File: config.mk
export PLATFORM = sky130hd
export DESIGN_NAME = pipeline_control
export DESIGN_NICKNAME = d
export VERILOG_FILES = /design/src/rtl/pipeline_control.sv
export SDC_FILE = /design/constraint.sdc
export NUM_CORES = 1
export LEC_CHECK = 0
export ABC_AREA = 1
export CAP_MARGIN = 20
export CORE_ASPECT_RATIO = 1.75
export CORE_MARGIN = 1
export CORE_UTILIZATION = 47
export DETAILED_ROUTE_END_ITERATION = 7
export PLACE_DENSITY_LB_ADDON = 0.05
export SLEW_MARGIN = 20
export SYNTH_ARGS = -nofsm -noshare
export SYNTH_HDL_FRONTEND = slang
export SYNTH_SLANG_ARGS = --single-unit
export TNS_END_PERCENT = 50
File: constraint.sdc
create_clock -name clk_i -period 2.1 [get_ports clk_i]
set_input_delay 0.63 -clock clk_i [delete_from_list [all_inputs] [get_ports clk_i]]
set_output_delay 0.63 -clock clk_i [all_outputs]
set_load 0.005 [all_outputs]
File: src/rtl/pipeline_control.sv
// Pipeline hazard controller: sequences exception flushes, mispredict redirects,
// D-cache miss stalls and fence.i drains into lock/flush/PC-select controls.
module pipeline_control #(
  parameter int unsigned FLUSH_LEN = 2,
  parameter int unsigned CNT_W     = 16
) (
  input  logic             clk_i,
  input  logic             rst_ni,
  input  logic             xcpt_commit_i,
  input  logic             branch_mispred_i,
  input  logic             dcache_miss_i,
  input  logic             dcache_ready_i,
  input  logic             fence_i_i,
  input  logic             store_buf_empty_i,
  input  logic             div_busy_i,
  output logic             lock_o,
  output logic             flush_p1_o,
  output logic             flush_p2_o,
  output logic [1:0]       pc_sel_o,
  output logic [CNT_W-1:0] stall_cnt_o
);

  typedef enum logic [1:0] {StRun, StMemWait, StFenceDrain, StXcptFlush} state_e;

  localparam logic [3:0] FlushInit = 4'(FLUSH_LEN - 1);

  state_e           state_q, state_d;
  logic [3:0]       flush_cnt_q, flush_cnt_d;
  logic             mispred_q, mispred_d;
  logic [CNT_W-1:0] stall_cnt_q, stall_cnt_d;
  logic             drain_done;
  logic             lock_raw;

  assign drain_done = store_buf_empty_i & ~div_busy_i;

  always_comb begin
    state_d     = state_q;
    flush_cnt_d = flush_cnt_q;
    mispred_d   = 1'b0;
    if (xcpt_commit_i) begin
      state_d     = StXcptFlush;
      flush_cnt_d = FlushInit;
    end else begin
      unique case (state_q)
        StRun: begin
          if (branch_mispred_i) begin
            mispred_d = 1'b1;
          end else if (dcache_miss_i) begin
            state_d = StMemWait;
          end else if (fence_i_i) begin
            state_d = StFenceDrain;
          end
        end
        StMemWait: begin
          if (dcache_ready_i) state_d = StRun;
        end
        StFenceDrain: begin
          if (drain_done) state_d = StRun;
        end
        StXcptFlush: begin
          if (flush_cnt_q == 4'd0) begin
            state_d = StRun;
          end else begin
            flush_cnt_d = flush_cnt_q - 4'd1;
          end
        end
        default: state_d = StRun;
      endcase
    end
  end

  always_comb begin
    lock_raw   = 1'b0;
    flush_p1_o = 1'b0;
    flush_p2_o = 1'b0;
    pc_sel_o   = 2'b00;
    unique case (state_q)
      StRun: begin
        lock_raw = div_busy_i;
        if (mispred_q) begin
          pc_sel_o   = 2'b01;
          // The mispredict flush yields to a divider lock in the same cycle.
          flush_p2_o = ~div_busy_i;
        end
      end
      StMemWait: lock_raw = 1'b1;
      StFenceDrain: begin
        if (drain_done) begin
          flush_p2_o = 1'b1;
          pc_sel_o   = 2'b11;
        end else begin
          lock_raw = 1'b1;
        end
      end
      StXcptFlush: begin
        flush_p1_o = 1'b1;
        pc_sel_o   = 2'b10;
      end
      default: lock_raw = 1'b0;
    endcase
  end

  // Reset gates lock so a busy divider cannot assert it while held in reset.
  assign lock_o = lock_raw & rst_ni;

  always_comb begin
    stall_cnt_d = stall_cnt_q;
    if (lock_o && !(&stall_cnt_q)) stall_cnt_d = stall_cnt_q + CNT_W'(1);
  end

  assign stall_cnt_o = stall_cnt_q;

  always_ff @(posedge clk_i or negedge rst_ni) begin
    if (!rst_ni) begin
      state_q     <= StRun;
      flush_cnt_q <= 4'd0;
      mispred_q   <= 1'b0;
      stall_cnt_q <= '0;
    end else begin
      state_q     <= state_d;
      flush_cnt_q <= flush_cnt_d;
      mispred_q   <= mispred_d;
      stall_cnt_q <= stall_cnt_d;
    end
  end

endmodule
# Yosys cells after proc, flatten, opt, wreduce, memory -nomap -nowiden
# Index checks and enable logic that the tools add are counted.
# totals
regBits	23
in_bits	9
out_inout_bits	21
wordCells	49
# classes
add_sub_neg	2
n_eq_ne	9
mux	23
bitwise_logic	3
n_reduce_logical	8
# op_table
cell	n
$add A16 B1 Y16 const B	1
$mux W2	8
$reduce_and A16 Y1	1
$mux W4	3
$ne A3 B3 Y1 const B	4
$mux W1	8
$pmux W2 S4	1
$pmux W2 S3	1
$reduce_and A5 Y1	1
$eq A2 B2 Y1 const B	2
$logic_not A4 Y1	1
$ne A4 B4 Y1 const B	1
$sub A4 B1 Y4 const B	1
$pmux W1 S3	1
$and A1 B1 Y1	2
$eq A2 B1 Y1 const B	1
$logic_not A2 Y1	1
$ne A2 B2 Y1 const B	1
$pmux W1 S2	1
$reduce_and A2 Y1	1
$reduce_bool A2 Y1	1
$logic_and A1 B1 Y1	1
$logic_not A1 Y1	1
$not A1 Y1	1

# Depth between registers and ports, before layout
# Gate-level depths: netlist of run 1.
# depth
ltp_word	6
ltp_mapped	10

# Worst setup path before layout of run 1
# No wires, ideal clock.
# synth_path
path_kind	input port to output port
from	input port store_buf_empty_i
to	output port lock_o
arrival_time_ps	928
slack_ps	542
stages	3
path_buffers	0
cell_sequence	inv_1 > nand2_1 > a21oi_4
# synth_between
elab_chain_cells	4
# synth_rtl
item	line_no	source
start: declaration	14	input logic store_buf_empty_i,
$and A1 B1 Y1	34	assign drain_done = store_buf_empty_i & ~div_busy_i;
$mux W1	88	if (drain_done) begin
$pmux W1 S3	77	unique case (state_q)
$and A1 B1 Y1	104	assign lock_o = lock_raw & rst_ni;
end: declaration	16	output logic lock_o,
# Every way passes these cells.

# Worst setup path after layout of run 1
# layout_path
from	register state_q[0]
to	output port flush_p2_o
# layout_between
elab_chain_cells	2
# layout_rtl
item	line_no	source
start: declaration	27	state_e state_q, state_d;
start signal: assignment	115	state_q <= StRun;
start signal: assignment	120	state_q <= state_d;
$eq A2 B2 Y1 or $logic_not A2 Y1 (tied branches)	77	
$pmux W1 S2 *	77	
end: declaration	18	output logic flush_p2_o,
# Every way passes the cells marked *; elsewhere a longest branch is shown, timed or not.

==> results.json, run 1 <==
{
  "drtPass1Iterations": 6,
  "postRouteWirelength_um": 3320,
  "tns_ns": 0,
  "drtIter0Drc": 30,
  "path_clk_slew_ns": 0.09,
  "period_needed_ns": 2.06,
  "final_hold_viol_count": 0,
  "avgSynthCellArea_um2": 7.07,
  "nFillCells": 274,
  "synth_seq_cells": 23,
  "cts_tree": "yes",
  "syn_nets": 219,
  "power.density_nw_per_um2": 897,
  "finalWeightedCongestion": 0.834,
  "maxSlewViolCount": 0,
  "grt_max_degree": 24,
  "die_y_um": 75.8,
  "violations": "DRC",
  "drcViolationCount": 2,
  "numCtsBuffers": 3,
  "finClkSkew_ns": 0.00154,
  "worst_ir_drop_vdd_mv": 0.574,
  "topRoutingLayerUsed": "met4",
  "cp.required_ns": 1.47,
  "leakagePower_uw": 0.000879,
  "whs_path_depth": 2,
  "netlist_instances": 207,
  "ys.flop_type": "dfrtp_1",
  "core_um2": 2930,
  "met1_length_um": 1350,
  "vias_per_cell": 5.38,
  "grt_pass1_vias": 1395,
  "placed_area_um2": 1820,
  "io_pins": 30,
  "die_w_um": 44.2,
  "min_to": "flush_cnt_q[3]",
  "start_kind": "register",
  "clk_path_buf_depth": 2,
  "timing.reg2reg.setup_slack_ns": 0.51,
  "wire_per_inst_um": 12.2,
  "synth_top_area_share_pct": 39.3,
  "crit_path_end_kind": "primary output",
  "clockRootBuffer": "clkbuf_8",
  "cap_viol_max_count": 0,
  "worst_pin_slew_ns": 0.303,
  "path_class": "register to primary output",
  "crit_arrival_ns": 1.43,
  "grt_pass1_wl_um": 5710,
  "hpwl_um": 2600,
  "max_freq_ghz": 0.485,
  "grt.overflow.total": 0,
  "portBuffers": 29,
  "die-area_um2": 3350,
  "wl_met2_um": 1850,
  "gr-usage-all-layers_pct": 22.8,
  "synthTopCellsByArea": "dfrtp_1, nand2_1, inv_1",
  "hold_path.class": "register to register",
  "timing.rr.start": "stall_cnt_o[0]",
  "synth_area_um2": 1460,
  "seq_area_frac_synth_pct": 39.3,
  "dr_total_vias": 1458,
  "postCtsSetupBuffers": 0,
  "fin_crit_sh_pct": 98.3,
  "final_cell_area_um2": 1880,
  "reg2regPathDepth": 9,
  "path_max_fanout": 6,
  "min_from": "flush_cnt_q[3]",
  "maxSlewHeadroom_pct": 79.8,
  "r2r_end": "stall_cnt_o[0]",
  "clk_latency_ns": 0.27,
  "drive_gt1_share_pct": 11.1,
  "pre_cts_slack_ns": -0.454,
  "synth_edf_count": 0,
  "dr_wl_met3_um": 73,
  "ys_types": 24,
  "ant_nets": 0,
  "antenna_found_initial": 0,
  "diodes": 0,
  "synth-async-reset-ratio_pct": 100,
  "cts.sinks": 23,
  "initial_core_util_pct": 50.0,
  "fin_nets": 256,
  "ys.warnings.count": 0,
  "synth_area_leader_cell": "dfrtp_1",
  "fin_ws_ns": 0.0360,
  "rows": 26,
  "status": "complete, but fails checks",
  "htreeDepth": 1,
  "area_growth_pct": 28.2,
  "setup_violations": 0
}
-- flip-flops by register name, indices dropped and copies added, names as in the netlist --
name	cells
stall_cnt_o	16
mispred_q	1
flush_cnt_q	4
state_q	2
-- synthesized netlist by cell type, drive strengths merged, types with 2 or more instances --
library cell	instances
buf	2
nand2	86
nand4	5
ha	3
nand3b	3
nor2	20
inv	22
dfrtp	23
o21ai	12
nor3	2
xnor2	7
nand3	16
a21oi	2
-- cell families (layout without fill, tap and decap cells) --
group / count (synthesis) / in the layout / share of synthesized area, %
AO/OA/AOI/OAI: 17 / 17 / 7.79
XOR/XNOR: 7 / 7 / 4.19
flip-flops: 23 / 23 / 39.3
AND/OR/NAND/NOR: 132 / 132 / 38.6
buffers and inverters: 25 / 61 / 7.53
adder cells (fa/ha/maj): 3 / 3 / 2.57
-- repair_timing --
action / 4_1_cts / 5_1_grt
endpoints found under the setup margin: 5 / 3
gates resized for setup: 11 / 5
hold buffers: 0 / 0
endpoints found under the hold margin: 0 / 0
-- report_power, final --
group | internal, uW | switching, uW | total, uW
clock network | 134 | 156 | 290
registers | 534 | 103 | 637
logic | 353 | 402 | 755
total | 1020 | 660 | 1680
-- worst max path at each step --
stage / start / end / cells after the start / slack, ns
global route: state_q[0] / flush_p2_o / 4 / -0.03
finish: state_q[0] / flush_p2_o / 4 / 0.04
global placement: rst_ni / lock_o / 4 / -0.46
detailed placement: rst_ni / lock_o / 4 / -0.45
CTS: state_q[0] / flush_p1_o / 3 / 0.03
floorplan: store_buf_empty_i / lock_o / 3 / 0.54
-- worst max-delay path: stages (launching register included) --
cell and delay [ns]:
dfrtp_2 0.46, nor2_1 0.15, inv_1 0.11, o31ai_2 0.18
dlygate4sd2_1 0.26
-- per-layer routing --
layer  up-vias  global-route usage, %
met1       699                   23.2
met4         0                   8.08
met2        23                   45.9
met3         4                   2.13
li1        732                      -
met5         -                      0
-- final cells by class --
| type | count | area, um^2 | area share, % |
|---|---|---|---|
| multi-input cells | 159 | 795 | 42.4 |
| flip-flops and latches | 23 | 577 | 30.8 |
| repair buffers | 34 | 333 | 17.7 |
| inverters | 23 | 87.6 | 4.67 |
| clock buffers | 3 | 41.3 | 2.20 |
| well taps | 28 | 35.0 | 1.87 |
| clock inverters | 1 | 7.51 | 0.400 |
-- stage by stage --
step / hold slack [ns] / utilization (%) / instances / power [uW]
2_1_floorplan: 0.334 / - / 207 / 1070
3_3_place_gp: 0.521 / 62.0 / 267 / 1370
3_5_place_dp: 0.547 / 62.0 / 267 / 1400
4_1_cts: 0.563 / 63.7 / 271 / 1680
5_1_grt: 0.586 / 64.1 / 271 / 1820
6_report: 0.559 / 64.1 / 271 / 1680
-- layout by cell type (no fill, tap or decap), drive strengths merged --
| cell type | n |
|---|---|
| clkdlybuf4s15 | 1 |
| o22ai | 1 |
| dlygate4sd2 | 6 |
| buf | 5 |
| o21ai | 12 |
| o31ai | 1 |
| nand3 | 16 |
| clkdlybuf4s50 | 22 |
| nand2 | 86 |
| nor3 | 2 |
| nand4 | 5 |
| ha | 3 |
| nor2 | 20 |
| dfrtp | 23 |
| a21boi | 1 |
| clkinv | 1 |
| a21oi | 2 |
| nand3b | 3 |
| clkbuf | 3 |
| xnor2 | 7 |
| inv | 22 |
| clkinvlp | 1 |
Power figures use the tool's default switching activity.
==> run 2: changes to the inputs <==
--- a/config.mk
+++ b/config.mk
@@ -10,6 +10,7 @@
 export CORE_ASPECT_RATIO = 1.75
 export CORE_MARGIN = 1
 export CORE_UTILIZATION = 47
+export CTS_CLUSTER_DIAMETER = 60
 export DETAILED_ROUTE_END_ITERATION = 7
 export PLACE_DENSITY_LB_ADDON = 0.05
 export SLEW_MARGIN = 20
==> results of run 2 <==
Same layout as run 1: the final DEF is identical, and so are final timing and power.
